`src/rtl/clock_pkg.sv`:
```
// Shared digit widths, BCD limits and default timebase for the clock counters.
// Latency: n/a (types and constants only).
// Backpressure: n/a.
package clock_pkg;

  localparam int UNITS_W     = 4;
  localparam int TENS_W      = 3;
  localparam int MAX_UNITS   = 9;
  localparam int MAX_TENS    = 5;
  localparam int DEFAULT_DIV = 50000000;

  typedef logic [UNITS_W-1:0] units_t;
  typedef logic [TENS_W-1:0]  tens_t;

  // One mod-60 BCD value as held in a counter stage.
  typedef struct packed {
    tens_t  tens;
    units_t units;
  } bcd60_t;

  // True when a units digit has reached (or overrun) its last legal value.
  function automatic logic units_at_limit(input units_t u);
    return u >= units_t'(MAX_UNITS);
  endfunction

endpackage

```
`src/rtl/bcd_mod60.sv`:
```
// One BCD mod-60 stage: advances by one on inc_i, 59 -> 00 raises carry_o.
// Latency: digits update on the edge that samples inc_i; carry_o is combinational from inc_i.
// Backpressure: none, every inc_i is taken immediately.
module bcd_mod60
  import clock_pkg::*;
(
  input  logic              clock,
  input  logic              reset_n,
  input  logic              inc_i,
  output logic [TENS_W-1:0] tens_o,
  output logic [UNITS_W-1:0] units_o,
  output logic              carry_o
);

  bcd60_t val_q, val_d;
  logic   units_wrap;
  logic   tens_last;
  logic   tens_bad;

  // Next value: units roll into tens; an out-of-range digit is forced to 0
  // the next time the stage advances, and only a genuine 59 produces carry.
  always_comb begin
    val_d      = val_q;
    carry_o    = 1'b0;
    units_wrap = units_at_limit(val_q.units);
    tens_last  = (val_q.tens == tens_t'(MAX_TENS));
    tens_bad   = (val_q.tens > tens_t'(MAX_TENS));
    if (inc_i) begin
      if (units_wrap) begin
        val_d.units = '0;
        val_d.tens  = (tens_last || tens_bad) ? '0 : val_q.tens + 1'b1;
        carry_o     = tens_last && (val_q.units == units_t'(MAX_UNITS));
      end else begin
        val_d.units = val_q.units + 1'b1;
        if (tens_bad) begin
          val_d.tens = '0;
        end
      end
    end
  end

  // Digit register with synchronous clear.
  always_ff @(posedge clock) begin
    if (!reset_n) begin
      val_q <= '0;
    end else begin
      val_q <= val_d;
    end
  end

  assign tens_o  = val_q.tens;
  assign units_o = val_q.units;

endmodule

```
`src/rtl/min_sec_counter.sv`:
```
// Minutes:seconds BCD clock with prescaled timebase, set-button and hour pulse.
// Latency: tick -> seconds/sec_tick 1 cycle; adv_min edge -> minutes 3 cycles.
// Backpressure: none; run=0 freezes the prescaler and seconds only.
module min_sec_counter
  import clock_pkg::*;
#(
  parameter int DIV = DEFAULT_DIV
) (
  input  logic               clock,
  input  logic               reset_n,
  input  logic               run,
  input  logic               adv_min,
  output logic [TENS_W-1:0]  sec10,
  output logic [UNITS_W-1:0] sec,
  output logic [TENS_W-1:0]  min10,
  output logic [UNITS_W-1:0] min,
  output logic               sec_tick,
  output logic               hour_clock
);

  localparam int            PW         = (DIV > 1) ? $clog2(DIV) : 1;
  localparam logic [PW-1:0] PRESC_LAST = PW'(DIV - 1);

  logic [PW-1:0] presc_q, presc_d;
  logic          tick;

  logic          sync1_q, sync2_q, hist_q;
  logic [1:0]    warm_q, warm_d;
  logic          armed;
  logic          man_pulse;

  logic          sec_carry;
  logic          min_inc;
  logic          min_carry;
  logic          sec_tick_q;
  logic          hour_q;

  // Prescaler: counts 0..DIV-1 while running, ticks on the last count.
  always_comb begin
    tick    = run && (presc_q == PRESC_LAST);
    presc_d = presc_q;
    if (run) begin
      presc_d = tick ? '0 : presc_q + 1'b1;
    end
  end

  // Prescaler register.
  always_ff @(posedge clock) begin
    if (!reset_n) begin
      presc_q <= '0;
    end else begin
      presc_q <= presc_d;
    end
  end

  // Edge detection is held off until the synchronizer and history flop have
  // all been refilled after reset, so a button held through reset is not
  // mistaken for a press.
  always_comb begin
    armed     = (warm_q == 2'd3);
    warm_d    = armed ? warm_q : warm_q + 2'd1;
    man_pulse = armed && sync2_q && !hist_q;
  end

  // Two-flop synchronizer, edge history and warm-up counter for adv_min.
  always_ff @(posedge clock) begin
    if (!reset_n) begin
      sync1_q <= 1'b0;
      sync2_q <= 1'b0;
      hist_q  <= 1'b0;
      warm_q  <= '0;
    end else begin
      sync1_q <= adv_min;
      sync2_q <= sync1_q;
      hist_q  <= sync2_q;
      warm_q  <= warm_d;
    end
  end

  // A seconds carry and a manual press in the same cycle merge into one step.
  assign min_inc = sec_carry || man_pulse;

  bcd_mod60 u_sec (
    .clock   (clock),
    .reset_n (reset_n),
    .inc_i   (tick),
    .tens_o  (sec10),
    .units_o (sec),
    .carry_o (sec_carry)
  );

  bcd_mod60 u_min (
    .clock   (clock),
    .reset_n (reset_n),
    .inc_i   (min_inc),
    .tens_o  (min10),
    .units_o (min),
    .carry_o (min_carry)
  );

  // Registered pulses; the hour only advances when time itself rolled over,
  // never when the minutes were wrapped by hand.
  always_ff @(posedge clock) begin
    if (!reset_n) begin
      sec_tick_q <= 1'b0;
      hour_q     <= 1'b0;
    end else begin
      sec_tick_q <= tick;
      hour_q     <= min_carry && sec_carry;
    end
  end

  assign sec_tick   = sec_tick_q;
  assign hour_clock = hour_q;

endmodule

```
`config.mk`:
```
export PLATFORM = sky130hd
export DESIGN_NAME = min_sec_counter
export DESIGN_NICKNAME = d
export VERILOG_FILES = /design/src/rtl/clock_pkg.sv /design/src/rtl/bcd_mod60.sv /design/src/rtl/min_sec_counter.sv
export SDC_FILE = /design/constraint.sdc
export NUM_CORES = 1
export LEC_CHECK = 0
export CAP_MARGIN = 40
export CORE_MARGIN = 2
export CORE_UTILIZATION = 60
export DETAILED_ROUTE_END_ITERATION = 12
export PLACE_DENSITY = 0.82
export SETUP_SLACK_MARGIN = 0.1
export SYNTH_ARGS = -nofsm -noshare
export SYNTH_HDL_FRONTEND = slang
export SYNTH_SLANG_ARGS = --single-unit
```
`constraint.sdc`:
```
create_clock -name clock -period 4.6 [get_ports clock]
set_clock_uncertainty 0.05 [all_clocks]
set_input_delay 1.38 -clock clock [delete_from_list [all_inputs] [get_ports clock]]
set_output_delay 1.38 -clock clock [all_outputs]
set_load 0.05 [all_outputs]
```
==> metrics.csv, run 1 <==
metric,value,unit
startpoint_type,primary input,
critical_path_required,4750,ps
ys_seq_elements,47,
drtPass1Iterations,4,
regToRegSetupSlack,2200,ps
synth.net_count,281,
power.leakage,0.915,nW
antenna_found_initial,0,
fin_setup_tns,0,ps
cp_max_fo,10,
layout_commonest_cell,dfxtp_1,
synthesis.area,2300,µm²
io_buffers,19,
cts_root_buf,clkbuf_8,
power_density,261,nW/µm²
worstSetupEndpointType,flip-flop,
wirelength,4.16,mm
clk_latency,300,ps
drt_iter0_drc,134,
crit_path_max_incr_delay,630,ps
r2r_cells,6,
cts.sinks,47,
routedWlPerCell,12.4,µm
overflow,0,
cts_setup_buffers,0,
cts_htree_levels,2,
seq_area_frac_synth,40.9,%
first_global_vias,1675,
hp-class,reg2reg,
rsz0062_at_grt,false,
drv_cap,0,
clk_pin_slew_worst_paths,80,ps
tightestPinTransition,752,ps
core,3660,µm²
hold_start,sync1_q,
syn_avg_cell_area,8.68,µm²
die_area,4340,µm²
gp_congestion,0.782,
cts_resized,0,
ir_drop,0.000160,V
final_cell_mix,"dfxtp_1 (47), nor2_1 (38), xnor2_1 (22)",
hold_depth,1,
synth_flop_cell,dfxtp_1,
drv_slew,0,
via_per_inst,5.57,
cts_tree,yes,
yosysUniqueCellTypes,47,
gr-usage-all-layers,22.0,%
reg2reg_to,u_min.units_o[3],
yosysWarningCount,0,
status,"finished, final reports clean",
antenna_cells,0,
final_util,71.4,%
postSynthCellCount,265,
cts_buffers,5,
syn_to_final_growth,13.6,%
synthArstFlopShare,0,%
arrival,3640,ps
drc,0,
grt_max_degree,25,
die_h,65.9,µm
hold_buffers,0,
die_w,65.9,µm
whs_endpoint,sync2_q,
postRouteAntennaNets,0,
io_pins,20,
initial_core_util,62.8,%
fin_crit,3490,ps
path_class,in2reg,
cp_slowest_cell,or4_4,
grt_pass1_wl,7.33,mm
dr_total_vias,1861,
synth_edf_count,0,
rows,22,
fin_crit_sh,75.9,%
relSlewSlack,49.4,%
cts_buffer_depth,2,
r2r-start,presc_q[0],
final_nets,301,
finalHoldViolCount,0,
drive_gt1_share,5.94,%
fmax,287,MHz
hpwl,2.96,mm
crit_chain,clkdlybuf4s50_1 -> nand4_2 -> or3_1 -> or4_4 -> and2_4 -> o221a_2,
setup_violations,0,
-- state kept, by name (all words and copies together) (netlist names), 2 cells and up --
signal / cells
u_min.tens_o: 3
u_min.units_o: 4
presc_q: 26
u_sec.units_o: 4
u_sec.tens_o: 3
warm_q: 2
-- cells in the mapped netlist, types with 2 or more instances --
library cell	number	share of area [%]
dfxtp_1	47	41
nor2_1	38	6.2
xnor2_1	22	8.4
nand2_1	19	3.1
inv_1	16	2.6
ha_1	12	6.5
nand3_1	12	2.6
nand4_1	10	2.7
a21oi_1	6	1.3
and2_1	6	1.6
clkbuf_1	6	0.98
nor3_1	6	1.3
a21boi_0	5	1.6
o21ai_0	5	1.1
and3_1	4	1.1
or3_1	4	1.1
o22ai_1	3	0.82
xor2_1	3	1.1
buf_2	2	0.44
nand2b_1	2	0.54
nand3b_1	2	0.65
nand4b_1	2	0.76
nor2b_1	2	0.54
nor4_1	2	0.54
nor4b_1	2	0.76
o221a_2	2	0.98
o2bb2ai_1	2	0.76
o31a_1	2	0.76
o31ai_1	2	0.65
or4_1	2	0.65
-- metal layers --
metal  vias up  GRT usage [%]  routed length (µm)
li1        951              -                   -
met1       848           28.8                1980
met2        53           34.7                1890
met3         9           5.62                 222
met4         0           8.85                  66
met5         -              0                   0
-- critical path, delay by kind of cell --
family | cells | cell delay [ps]
buf+inv | 1 | 600
simple gates | 4 | 1440
compound gates | 1 | 220
-- per-stage QoR --
stage                     worst slack (ps)  cells  total power [mW]  instance area (µm²)  hold slack [ps]
after floorplan                       1510    265             0.447                 2300              362
after global placement                 856    326             0.455                 2530              364
after detailed placement               804    326             0.457                 2530              374
after CTS                             1140    334             0.690                 2610              390
after global routing                  1010    334             0.716                 2610              422
final                                 1110    334             0.681                 2610              379
-- worst max-delay path by stage --
stage               start                to  cells past startpoint
floorplan             run   u_min.tens_o[2]                      7
global placement      run  u_min.units_o[3]                      6
detailed placement    run  u_min.units_o[3]                      6
CTS                   run  u_min.units_o[3]                      6
global route          run        presc_q[7]                      7
finish                run  u_min.units_o[3]                      6
-- logic make-up (layout without fill, tap and decap cells) --
group | Yosys count | in the layout | synth area share (%)
AOI/OAI and AO/OA | 35 | 35 | 11.1
xor gates and xnor gates | 25 | 25 | 9.52
adders and majority gates | 12 | 12 | 6.53
buffers and inverters | 26 | 47 | 4.73
DFF | 47 | 47 | 40.9
muxes | 1 | 1 | 0.435
and+or+nand+nor | 119 | 119 | 26.8
-- where the power goes --
group / total (mW) / leakage [nW] / switching [mW] / internal, mW
Combinational: 0.0298 / 0.493 / 0.0157 / 0.0141
Clock: 0.233 / 0.0422 / 0.127 / 0.107
Sequential: 0.418 / 0.380 / 0.00455 / 0.413
-- area by class of cell --
| cell class | instances | area (µm²) |
|---|---|---|
| clock buffer | 7 | 76.3 |
| inverter | 16 | 60.1 |
| clock inverter | 1 | 5.00 |
| sequential | 47 | 941 |
| fill | 305 | 1050 |
| tap | 48 | 60.1 |
| multi-input combinational | 192 | 1250 |
| timing repair buffer | 23 | 220 |
Power figures use the tool's default switching activity.
==> run 2, diff against run 1 <==
--- a/config.mk
+++ b/config.mk
@@ -7,9 +7,9 @@
 export LEC_CHECK = 0
 export CAP_MARGIN = 40
 export CORE_MARGIN = 2
-export CORE_UTILIZATION = 60
+export CORE_UTILIZATION = 51
 export DETAILED_ROUTE_END_ITERATION = 12
-export PLACE_DENSITY = 0.82
+export PLACE_DENSITY = 0.75
 export SETUP_SLACK_MARGIN = 0.1
 export SYNTH_ARGS = -nofsm -noshare
 export SYNTH_HDL_FRONTEND = slang
==> constraint.sdc (replaced) <==
create_clock -name clock -period 3.2 [get_ports clock]
set_clock_uncertainty 0.05 [all_clocks]
set_input_delay 0.96 -clock clock [delete_from_list [all_inputs] [get_ports clock]]
set_output_delay 0.96 -clock clock [all_outputs]
set_load 0.05 [all_outputs]
==> metrics.csv, run 2 (synthesis results as in run 1) <==
metric,value,unit,change
grt_pass1_wl,7.07,mm,-3.6%
cts_buffer_depth,2,,unchanged
p_total,1.00,mW,+47%
multi_input_area,1250,µm²,unchanged
top_register,presc_q,,
regToRegSetupSlack,950,ps,-1250 ps
r2r-start,presc_q[0],,
wirelength,4.10,mm,-1.4%
r2r_cells,6,,unchanged
relSlewSlack,57.1,%,+7.7 points
reg2reg_to,u_min.tens_o[2],,
tightestPinTransition,638,ps,-115 ps
largest_reg_flops,26,,unchanged
fmax,354,MHz,
drv_cap,0,,unchanged
critPathCapture,u_min.tens_o[2],,
cts_tree,yes,,
die_area,5060,µm²,+17%
drive_gt1_share,7.93,%,+2.0 points
power_density,374,nW/µm²,+44%
arrival,2970,ps,-670 ps
routedWlPerCell,12.0,µm,-3.7%
clk_latency,300,ps,about the same
fin_crit,2820,ps,
setup_violations,0,,unchanged
cts_htree_levels,2,,unchanged
cts_resized,0,,unchanged
power.leakage,0.946,nW,+3.4%
postRouteAntennaNets,0,,unchanged
cp_max_fo,10,,unchanged
hp-class,reg2reg,,
final_nets,306,,+1.7%
path_class,in2reg,,
cts_root_buf,clkbuf_8,,
status,"finished, final reports clean",,
io_buffers,19,,unchanged
fin_setup_tns,0,ps,unchanged
whs,389,ps,+10.4 ps
worst_slack,377,ps,-733 ps
drtPass1Iterations,4,,unchanged
rows,24,,+9.1%
gp_congestion,0.806,,+3.2%
overflow,0,,unchanged
finalHoldViolCount,0,,unchanged
critical_path_required,3350,ps,-1400 ps
seq_area,941,µm²,unchanged
dr_total_vias,1857,,-0.21%
die_h,71.2,µm,+8.0%
via_per_inst,5.43,,-2.5%
layout_commonest_cell,dfxtp_1,,
hold_buffers,0,,unchanged
crit_start,run,,
grt_max_degree,23,,-8.0%
final_cell_mix,"dfxtp_1 (47), nor2_1 (38), xnor2_1 (22)",,
placed_cell_area,2590,µm²,+2.2%
worstSetupEndpointType,flip-flop,,
fillCellCount,391,,+28%
antenna_found_initial,0,,unchanged
drt_iter0_drc,121,,-9.7%
antenna_cells,0,,unchanged
clk_pin_slew_worst_paths,80,ps,about the same
fin_crit_sh,88.2,%,
cts_setup_buffers,0,,unchanged
hpwl,2.89,mm,-2.5%
pre_cts_slack,70.5,ps,-734 ps
startpoint_type,primary input,,
syn_to_final_growth,16.3,%,
rsz0062_at_grt,false,,
io_pins,20,,unchanged
drc,0,,unchanged
core,4350,µm²,+19%
initial_core_util,52.8,%,-10 points
cts_buffers,5,,unchanged
drv_slew,0,,unchanged
die_w,71.2,µm,+8.0%
ir_drop,0.000221,V,+38%
fin_area,2670,µm²,+2.3%
gr-usage-all-layers,17.3,%,-4.8 points
first_global_vias,1599,,-4.5%
cts.sinks,47,,unchanged
## run 2: cell types whose count changed in the layout (fill, tap and decap cells not counted), sizes merged
| cell | change |
|---|---|
| clkbuf | -1 |
| buf | +5 |
## run 2: stage by stage
stage | utilization [%] | std cells
3_3_place_gp | 59.4 | 335
3_5_place_dp | 59.4 | 335
4_1_cts | 61.4 | 342
6_report | 61.4 | 342
5_1_grt | 61.4 | 342
2_1_floorplan | - | 265
## run 2: worst min path at each step
| stage | startpoint | endpoint | cells past startpoint |
|---|---|---|---|
| finish | sync1_q | sync2_q | 1 |
| global route | sync1_q | sync2_q | 1 |
| CTS | sync1_q | sync2_q | 1 |
| detailed placement | sync1_q | sync2_q | 1 |
| global placement | sync1_q | sync2_q | 1 |
| floorplan | sync1_q | sync2_q | 1 |
## run 2: final cells by class
cell class	instances	share of cell area, %
Clock inverter	1	0.187
Sequential cell	47	35.2
Multi-Input combinational cell	192	46.7
Clock buffer	6	3.09
Timing Repair Buffer	28	10.1
Tap cell	52	2.43
Inverter	16	2.25
## run 2: report_power, final
group	switching [mW]	total (mW)	internal, mW
Combinational	0.0218	0.0440	0.0222
Clock	0.186	0.356	0.170
Sequential	0.00654	0.600	0.594
Total	0.215	1.00	0.785
## run 2: worst max-delay path, cell delays in order
cell and delay [ps]:
clkdlybuf4s50_1 520, nand4_2 90, or3_1 380, or4_4 600
and2_4 190, o221a_2 220
## run 2: metal layers
metal  track usage, %  vias to the layer above  part of all wire (%)
met5                0                        -                     0
met4             6.71                        0                   1.5
met1             24.2                      856                    50
met3             4.27                        6                   3.3
met2             25.5                       32                    45
li1                 -                      963                     -
==> run 3, diff against run 2 <==
--- a/config.mk
+++ b/config.mk
@@ -5,9 +5,12 @@
 export SDC_FILE = /design/constraint.sdc
 export NUM_CORES = 1
 export LEC_CHECK = 0
+export ABC_AREA = 1
 export CAP_MARGIN = 40
+export CORE_ASPECT_RATIO = 1.4
 export CORE_MARGIN = 2
-export CORE_UTILIZATION = 51
+export CORE_UTILIZATION = 52
+export CTS_CLUSTER_DIAMETER = 50
 export DETAILED_ROUTE_END_ITERATION = 12
 export PLACE_DENSITY = 0.75
 export SETUP_SLACK_MARGIN = 0.1
==> metrics.csv, run 3 <==
metric,value,unit,change
final_cell_mix,"nand2_1 (83), dfxtp_1 (47), inv_1 (43)",,
routedWlPerCell,11.8,µm,-1.8%
synth_common_cells,"nand2_1 (83), dfxtp_1 (47), inv_1 (43)",,
drv_cap,0,,unchanged
synth.net_count,376,,+34%
wirelength,5.26,mm,+28%
cts_buffer_depth,2,,unchanged
drive_gt1_share,12.3,%,+4.3 points
worstSetupEndpointType,output port,,
critical-path-top-delay-family,buffers and inverters,,
gp_congestion,0.932,,+16%
clk_pin_slew_worst_paths,90,ps,about the same
initial_core_util,53.3,%,+0.47 points
r2r_cells,10,,+4
cts_root_buf,clkbuf_8,,
synth.most_common_cell,nand2_1,,
synth_flop_cell,dfxtp_1,,
cp_max_fo,6,,-4
synth_area_leaders,"dfxtp_1 (37%), nand2_1 (12%), inv_1 (6.3%), nor2_1 (6.0%), ha_1 (5.9%)",,
reg2reg_to,presc_q[17],,
overflow,0,,unchanged
rows,30,,+25%
seq_area_frac_synth,36.8,%,-4.2 points
whs_endpoint,sync2_q,,
rsz0062_at_grt,false,,
fin_crit_sh,81.1,%,-7.1 points
fin_setup_tns,0,ps,unchanged
cts.sinks,47,,unchanged
power_density,398,nW/µm²,+6.3%
hold_buffers,0,,unchanged
relSlewSlack,66.3,%,+9.1 points
hpwl,4.09,mm,+41%
cts_buffers,5,,unchanged
drt_iter0_drc,124,,+2.5%
netlist.area_leader.share,36.8,%,-4.2 points
die_h,87.0,µm,+22%
syn_to_final_growth,14.7,%,
finalNonFillerCells,447,,+31%
layout_commonest_cell,nand2_1,,
cts_htree_levels,2,,unchanged
cts_tree,yes,,
core,4800,µm²,+10%
fin_crit,2600,ps,-226 ps
cts_resized,0,,unchanged
antenna_cells,0,,unchanged
hold_depth,2,,+1
dr_total_vias,2277,,+23%
crit_start,u_min.tens_o[2],,
yosysUniqueCellTypes,33,,-30%
cp_slowest_cell,clkdlybuf4s50_1,,
power.leakage,1.12,nW,+18%
antenna_found_initial,0,,unchanged
dp.cells,439,,+31%
final_nets,398,,+30%
ir_drop,0.000263,V,+19%
finalHoldViolCount,0,,unchanged
via_per_inst,5.09,,-6.2%
die_area,5510,µm²,+8.8%
worst_slack,604,ps,+226 ps
gr-usage-all-layers,20.7,%,+3.4 points
startpoint_type,flip-flop,,
ys_seq_elements,47,,unchanged
yosys.area.top_type,dfxtp_1,,
tightestPinTransition,504,ps,-133 ps
postSynthCellCount,360,,+36%
first_global_vias,2104,,+32%
critical_path_required,2190,ps,-1160 ps
grt_pass1_wl,9.05,mm,+28%
die_w,63.3,µm,-11%
hold_start,sync1_q,,
pre_cts_slack,521,ps,+450 ps
clk_latency,300,ps,about the same
setup_violations,0,,unchanged
top_register,presc_q,,
status,"finished, final reports clean",,
path_buf_inv,1,,unchanged
crit_path_max_incr_delay,850,ps,+250 ps
syn_avg_cell_area,7.11,µm²,-18%
io_buffers,19,,unchanged
io_pins,20,,unchanged
synth_edf_count,0,,unchanged
postRouteAntennaNets,0,,unchanged
crit_chain,clkdlybuf4s50_1,,
synthesis.area,2560,µm²,+11%
yosysWarningCount,0,,unchanged
fmax,385,MHz,+8.7%
grt_max_degree,16,,-30%
drtPass1Iterations,4,,unchanged
largest_reg_flops,26,,unchanged
hp-class,reg2reg,,
path_class,reg2out,,
drv_slew,0,,unchanged
r2r-start,presc_q[0],,
synthArstFlopShare,0,%,unchanged
cts_setup_buffers,0,,unchanged
drc,0,,unchanged
arrival,1590,ps,-1380 ps
regToRegSetupSlack,1300,ps,+350 ps
[run 3: cell types whose count changed after synthesis, sizes merged, moves of 9 or more]
| cell | delta |
|---|---|
| o21ai | +9 |
| nor2 | +14 |
| nor3 | +9 |
| inv | +31 |
| a21oi | +17 |
| nand2 | +70 |
| xnor2 | -20 |
[run 3: area by class of cell]
cell class                      count  area, µm²
Timing Repair Buffer               21        205
Tap cell                           64       80.1
Sequential cell                    47        941
Clock buffer                        5       68.8
Inverter                           49        184
Clock inverter                      3       67.6
Multi-Input combinational cell    258       1390
Fill cell                         461       1870
[run 3: logic make-up (layout without fill, tap and decap cells)]
| logic type | Yosys count | in the layout | share of synthesized area [%] |
|---|---|---|---|
| AND/OR/NAND/NOR | 194 | 194 | 35.1 |
| buffers and inverters | 55 | 78 | 8.94 |
| flip-flops | 47 | 47 | 36.8 |
| AO/OA/AOI/OAI | 43 | 43 | 10.2 |
| adder cells (fa/ha/maj) | 12 | 12 | 5.86 |
| XOR/XNOR | 9 | 9 | 3.08 |
[run 3: worst max path at each step]
stage | to | slack, ps | cells past startpoint
3_3_place_gp | presc_q[15] | 530 | 10
6_report | min10[2] | 600 | 1
4_1_cts | min10[2] | 600 | 1
5_1_grt | min10[2] | 550 | 1
3_5_place_dp | presc_q[15] | 520 | 10
2_1_floorplan | u_min.tens_o[2] | 1190 | 11
[run 3: where the power goes]
| group | switching, mW | internal [mW] | total, mW |
|---|---|---|---|
| sequential | 0.00768 | 0.596 | 0.604 |
| clock | 0.202 | 0.311 | 0.513 |
| combinational | 0.0313 | 0.0200 | 0.0513 |
[run 3: layer usage]
layer  share of wire (%)  up-vias  track usage [%]
met5                   0        -                0
met4                 1.9        0             8.30
met3                 2.5        9             4.53
met2                  53       36             39.0
met1                  42     1033             22.2
li1                    -     1199                -
[run 3: worst reg2reg max path: cells and delay by family, from the launching register on]
| kind | cells | cell delay [ps] |
|---|---|---|
| AO/OA/AOI/OAI | 2 | 170 |
| AND/OR/NAND/NOR | 5 | 660 |
| flip-flops | 1 | 400 |
| adder cells (fa/ha/maj) | 1 | 230 |
| buffers and inverters | 2 | 280 |
[run 3: per-stage QoR]
stage / util [%] / cell area [µm²] / total power [mW] / hold slack [ps]
floorplan: - / 2560 / 0.656 / 340
global placement: 58.3 / 2800 / 0.667 / 364
detailed placement: 58.3 / 2800 / 0.669 / 378
CTS: 61.1 / 2940 / 1.18 / 381
global route: 61.1 / 2940 / 1.22 / 400
finish: 61.1 / 2940 / 1.17 / 372
